<file path="config.mk">
export PLATFORM = sky130hd
export DESIGN_NAME = bc_round_ctrl
export DESIGN_NICKNAME = d
export VERILOG_FILES = /design/src/rtl/bc_round_ctrl.sv
export SDC_FILE = /design/constraint.sdc
export NUM_CORES = 1
export LEC_CHECK = 0
export CAP_MARGIN = 5
export CORE_ASPECT_RATIO = 0.7
export CORE_MARGIN = 2
export CORE_UTILIZATION = 45
export DETAILED_ROUTE_END_ITERATION = 8
export PLACE_DENSITY = 0.75
export RECOVER_POWER = 25
export SYNTH_ARGS = -nofsm -noshare
export SYNTH_HDL_FRONTEND = slang
export SYNTH_SLANG_ARGS = --single-unit
</file>
<file path="constraint.sdc">
create_clock -name clk -period 3.2 [get_ports clk]
set_clock_uncertainty 0.2 [all_clocks]
set_input_delay 0.32 -clock clk [delete_from_list [all_inputs] [get_ports clk]]
set_output_delay 0.32 -clock clk [all_outputs]
set_load 0.02 [all_outputs]
</file>
<file path="src/rtl/bc_round_ctrl.sv">
// Bulls-and-cows round sequencer: secret capture, guess entry, four-cycle
// digit-serial scoring, timed result display and win/lose tracking.
module bc_round_ctrl #(
    parameter int DISP_CYCLES = 4,
    parameter int MAX_TRIES   = 10
) (
    input  logic        clk,
    input  logic        rst_n,
    input  logic        save,
    input  logic [11:0] digits_in,
    input  logic        new_game,
    output logic [2:0]  phase,
    output logic [2:0]  bulls,
    output logic [2:0]  cows,
    output logic [3:0]  tries,
    output logic        result_valid,
    output logic        err_dup,
    output logic [11:0] secret_out,
    output logic        game_over
);

    typedef enum logic [2:0] {
        ST_SECRET = 3'd0,
        ST_GUESS  = 3'd1,
        ST_SCORE  = 3'd2,
        ST_SHOW   = 3'd3,
        ST_WIN    = 3'd4,
        ST_LOSE   = 3'd5
    } state_t;

    localparam int             CW          = (DISP_CYCLES > 1) ? $clog2(DISP_CYCLES) : 1;
    localparam logic [CW-1:0]  DISP_LAST   = CW'(DISP_CYCLES - 1);
    localparam logic [3:0]     TRIES_LIMIT = 4'(MAX_TRIES);

    state_t         state_reg,    state_next;
    logic [11:0]    secret_reg,   secret_next;
    logic [11:0]    guess_reg,    guess_next;
    logic [2:0]     bull_acc_reg, bull_acc_next;
    logic [2:0]     cow_acc_reg,  cow_acc_next;
    logic [1:0]     idx_reg,      idx_next;
    logic [CW-1:0]  disp_cnt_reg, disp_cnt_next;
    logic [2:0]     bulls_reg,    bulls_next;
    logic [2:0]     cows_reg,     cows_next;
    logic [3:0]     tries_reg,    tries_next;
    logic           rv_reg,       rv_next;
    logic           err_reg,      err_next;

    // Unpacked digit views of the input, the secret and the stored guess
    logic [2:0] in_dig  [4];
    logic [2:0] sec_dig [4];
    logic [2:0] gss_dig [4];
    logic [3:0] match;
    logic [2:0] cur_guess;

    generate
        for (genvar gi = 0; gi < 4; gi++) begin : g_digits
            assign in_dig[gi]  = digits_in[gi*3 +: 3];
            assign sec_dig[gi] = secret_reg[gi*3 +: 3];
            assign gss_dig[gi] = guess_reg[gi*3 +: 3];
            // Current guess digit against every secret position
            assign match[gi]   = (cur_guess == sec_dig[gi]);
        end
    endgenerate

    assign cur_guess = gss_dig[idx_reg];

    // A code is accepted only when all four digits are pairwise different
    logic code_valid;
    assign code_valid = (in_dig[0] != in_dig[1]) && (in_dig[0] != in_dig[2]) &&
                        (in_dig[0] != in_dig[3]) && (in_dig[1] != in_dig[2]) &&
                        (in_dig[1] != in_dig[3]) && (in_dig[2] != in_dig[3]);

    // Same position is a bull; any other position is a cow
    logic bull_hit;
    logic cow_hit;
    assign bull_hit = match[idx_reg];
    assign cow_hit  = |(match & ~(4'b0001 << idx_reg));

    logic [2:0] bull_sum;
    logic [2:0] cow_sum;
    assign bull_sum = bull_acc_reg + {2'b00, bull_hit};
    assign cow_sum  = cow_acc_reg  + {2'b00, cow_hit};

    // Next-state and datapath update; new_game overrides everything else
    always_comb begin
        state_next    = state_reg;
        secret_next   = secret_reg;
        guess_next    = guess_reg;
        bull_acc_next = bull_acc_reg;
        cow_acc_next  = cow_acc_reg;
        idx_next      = idx_reg;
        disp_cnt_next = disp_cnt_reg;
        bulls_next    = bulls_reg;
        cows_next     = cows_reg;
        tries_next    = tries_reg;
        rv_next       = 1'b0;
        err_next      = 1'b0;

        case (state_reg)
            ST_SECRET: begin
                if (save) begin
                    if (code_valid) begin
                        secret_next = digits_in;
                        state_next  = ST_GUESS;
                    end else begin
                        err_next = 1'b1;
                    end
                end
            end
            ST_GUESS: begin
                if (save) begin
                    if (code_valid) begin
                        guess_next    = digits_in;
                        tries_next    = tries_reg + 4'd1;
                        bull_acc_next = 3'd0;
                        cow_acc_next  = 3'd0;
                        idx_next      = 2'd0;
                        state_next    = ST_SCORE;
                    end else begin
                        err_next = 1'b1;
                    end
                end
            end
            ST_SCORE: begin
                bull_acc_next = bull_sum;
                cow_acc_next  = cow_sum;
                idx_next      = idx_reg + 2'd1;
                if (idx_reg == 2'd3) begin
                    bulls_next    = bull_sum;
                    cows_next     = cow_sum;
                    rv_next       = 1'b1;
                    disp_cnt_next = '0;
                    state_next    = ST_SHOW;
                end
            end
            ST_SHOW: begin
                if (disp_cnt_reg == DISP_LAST) begin
                    if (bulls_reg == 3'd4)
                        state_next = ST_WIN;
                    else if (tries_reg == TRIES_LIMIT)
                        state_next = ST_LOSE;
                    else
                        state_next = ST_GUESS;
                end else begin
                    disp_cnt_next = disp_cnt_reg + CW'(1);
                end
            end
            ST_WIN, ST_LOSE: begin
                state_next = state_reg;
            end
            default: begin
                state_next = ST_SECRET;
            end
        endcase

        if (new_game) begin
            state_next    = ST_SECRET;
            secret_next   = '0;
            guess_next    = '0;
            bull_acc_next = '0;
            cow_acc_next  = '0;
            idx_next      = '0;
            disp_cnt_next = '0;
            bulls_next    = '0;
            cows_next     = '0;
            tries_next    = '0;
            rv_next       = 1'b0;
            err_next      = 1'b0;
        end
    end

    // State and datapath registers with synchronous active-low reset
    always_ff @(posedge clk) begin
        if (!rst_n) begin
            state_reg    <= ST_SECRET;
            secret_reg   <= '0;
            guess_reg    <= '0;
            bull_acc_reg <= '0;
            cow_acc_reg  <= '0;
            idx_reg      <= '0;
            disp_cnt_reg <= '0;
            bulls_reg    <= '0;
            cows_reg     <= '0;
            tries_reg    <= '0;
            rv_reg       <= 1'b0;
            err_reg      <= 1'b0;
        end else begin
            state_reg    <= state_next;
            secret_reg   <= secret_next;
            guess_reg    <= guess_next;
            bull_acc_reg <= bull_acc_next;
            cow_acc_reg  <= cow_acc_next;
            idx_reg      <= idx_next;
            disp_cnt_reg <= disp_cnt_next;
            bulls_reg    <= bulls_next;
            cows_reg     <= cows_next;
            tries_reg    <= tries_next;
            rv_reg       <= rv_next;
            err_reg      <= err_next;
        end
    end

    assign phase        = state_reg;
    assign bulls        = bulls_reg;
    assign cows         = cows_reg;
    assign tries        = tries_reg;
    assign result_valid = rv_reg;
    assign err_dup      = err_reg;
    assign secret_out   = secret_reg;
    assign game_over    = (state_reg == ST_WIN) || (state_reg == ST_LOSE);

endmodule

</file>
==> flow_metrics.tcl <==
set metrics [dict create \
    status "finished, final reports clean" \
    cp_max_fo 12 \
    clk_pin_slew_ps 90 \
    synth_cell_type_count 41 \
    dieArea_sq_mm 0.00655 \
    slew_viol_final 0 \
    power_density_mw_per_mm2 397 \
    final_common_cell "dfxtp_1" \
    cts_setup_buffers 0 \
    dpl.hpwl_microns 4290 \
    yosysTopAreaCell "dfxtp_1" \
    yosysWarnings 0 \
    hold_violations 0 \
    avgRoutedWirePerCell_microns 14.4 \
    synth-compound-area-share_pct 9.88 \
    synth_mux_area_share_pct 13.7 \
    start_util_pct 46.4 \
    hold_ws_ps 256 \
    finalCriticalPeriod_ps 2830 \
    synth_top_area_share_pct 36.9 \
    clock_sinks 49 \
    netlist_top_cells_area "dfxtp_1 (37%), mux2i_1 (12%), xor2_1 (6.6%)" \
    vias_per_cell 5.23 \
    grt_pass1_wl_microns 9430 \
    finalNonFillerCells 396 \
    first_pass_iters 4 \
    pin_count 44 \
    synthAdderAreaFrac_pct 5.17 \
    vias 2073 \
    synthXorXnorAreaFrac_pct 10.9 \
    arrival_ps 2830 \
    final_layout_size_suffix_gt1_share_pct 7.79 \
    path_class "reg -> reg" \
    die_w_microns 95.9 \
    finalPower_mw 1.27 \
    start_kind "flop" \
    grt_pass1_vias 1886 \
    syn2layout_area_growth_pct 20.4 \
    first_iter_violations 86 \
    clk-insertion-delay-late_ps 300 \
    syn_avg_cell_area_sq_um 9.20 \
    netlist_instances 289 \
    row_count 23 \
    cts_made_buffers 5 \
    grt_antenna_before_repair 0 \
    fin_tns_setup_ps 0 \
    regArea_sq_um 982 \
    route.detailed.drc 0 \
    grt_usage_pct 18.8 \
    tightest_slew_ps 1460 \
    grt_max_degree 33 \
    synth-edff-count 0 \
    finalCritPeriodShare_pct 88.5 \
    core_sq_mm 0.00573 \
    grt.overflow.total 0 \
    ctsHtreeMaxLevel 2 \
    fmax_mhz 353 \
    final_cell_mix "dfxtp_1 (48), nor2_1 (38), mux2i_1 (33)" \
    cts_buffer_depth 2 \
    io_buffers 43 \
    fillers 505 \
    min_path_type "reg -> reg" \
    synth_async_sr_flop_share_pct 0 \
    die_h_microns 68.3 \
    multiInputGateArea_sq_mm 0.00152 \
    netlist_area_sq_mm 0.00266 \
    wirelength_microns 5710 \
    slew_headroom_pct 2.55 \
    synth-simple-area-share_pct 17.4 \
    gp_congestion 0.836 \
    worstSetupEndpointType "flop" \
    setup_viol_count_final 0 \
    drv_cap 0 \
    rsz0062_at_grt "false" \
    synth-seq-area-share_pct 36.9 \
    synth_nets 316 \
    holdBufCountCts 0 \
    ant_nets 0 \
    finalNetCount 347 \
    synth_flop_cell "dfxtp_1" \
    ir_drop_v 0.000230 \
    p_leak_nw 1.17 \
    ys_seq_elements 49 \
    num_antenna_cells 0 \
    synth_top_family_by_area "simple AND/OR/NAND/NOR gates" \
    worstPathRequired_ps 3200 \
    cts_tree "done" \
    root_buffer "clkbuf_8" \
    dp.cells 388 \
]
## cell families (layout without fill, tap and decap cells)
logic type,Yosys count,after routing
DFF,49,49
AOI/OAI and AO/OA,34,34
xor gates and xnor gates,33,33
buffers and inverters,30,62
adders and majority gates,11,11
and+or+nand+nor,96,96
muxes,36,36
## final timing paths
path | startpoint | endpoint | slack [ps] | cells after the start
min reg2reg | cows[0]$_SDFFE_PP0P_ | cows[0]$_SDFFE_PP0P_ | 260 | 2
min | cows[0]$_SDFFE_PP0P_ | cows[0]$_SDFFE_PP0P_ | 260 | 2
max | idx_reg[0]$_SDFFE_PP0P_ | cow_acc_reg[2]$_SDFFE_PP0P_ | 370 | 10
max reg2reg | idx_reg[0]$_SDFFE_PP0P_ | cow_acc_reg[2]$_SDFFE_PP0P_ | 370 | 10
## Yosys cell counts, drive strengths merged, types with 2 or more instances
cell	count
or3	4
nor3	3
xnor2	13
nor4	2
mux2i	33
clkbuf	9
ha	11
xor2	20
buf	16
nand3b	2
inv	4
a2bb2oi	4
nor2b	2
nand2	24
a211oi	5
nand2b	5
dfxtp	49
a21oi	11
mux2	3
nor2	38
o31ai	4
o21a	3
nand3	11
## layer usage
layer | up-vias | track usage (%) | share of wire [%]
met1 | 990 | 26.8 | 51
li1 | 1041 | - | -
met3 | 2 | 4.19 | 3.7
met4 | 0 | 2.86 | 0.33
met5 | - | 0 | 0
met2 | 40 | 29.5 | 45
## through the flow
step	util [%]	cell area (sq um)	worst slack, ps
2_1_floorplan	-	2660	576
3_3_place_gp	54.1	3100	340
3_5_place_dp	54.1	3100	199
4_1_cts	56.2	3220	175
5_1_grt	55.9	3200	156
6_report	55.9	3200	368
## final cells by class
cell class / count / area share [%]
Multi-Input combinational cell: 210 / 47.3
Sequential cell: 49 / 30.7
Timing Repair Buffer: 49 / 14.7
Tap cell: 75 / 2.93
Clock buffer: 6 / 2.58
Clock inverter: 2 / 1.17
Inverter: 5 / 0.586
## what timing repair did
action / 4_1_cts / 5_1_grt
endpoints found under the hold margin: 0 / 0
endpoints found under the setup margin: 0 / 3
gates resized for setup: 0 / 1
## power by group
group	leakage, nW	internal [mW]	switching (mW)	total, mW
Sequential	0.396	0.617	0.00971	0.627
Combinational	0.717	0.0832	0.0988	0.182
Clock	0.0574	0.254	0.207	0.461
Total	1.17	0.955	0.315	1.27
## critical path, stage by stage, from the launching register on
cell and delay (ps):
dfxtp_2 520, mux2i_1 140, mux2_2 340, xor2_1 160
nand3_1 120, o22ai_1 80, or3_1 370, ha_1 190
ha_1 220, o21a_1 190, a211oi_1 200
Note: power is estimated with default switching activity, not from simulation.
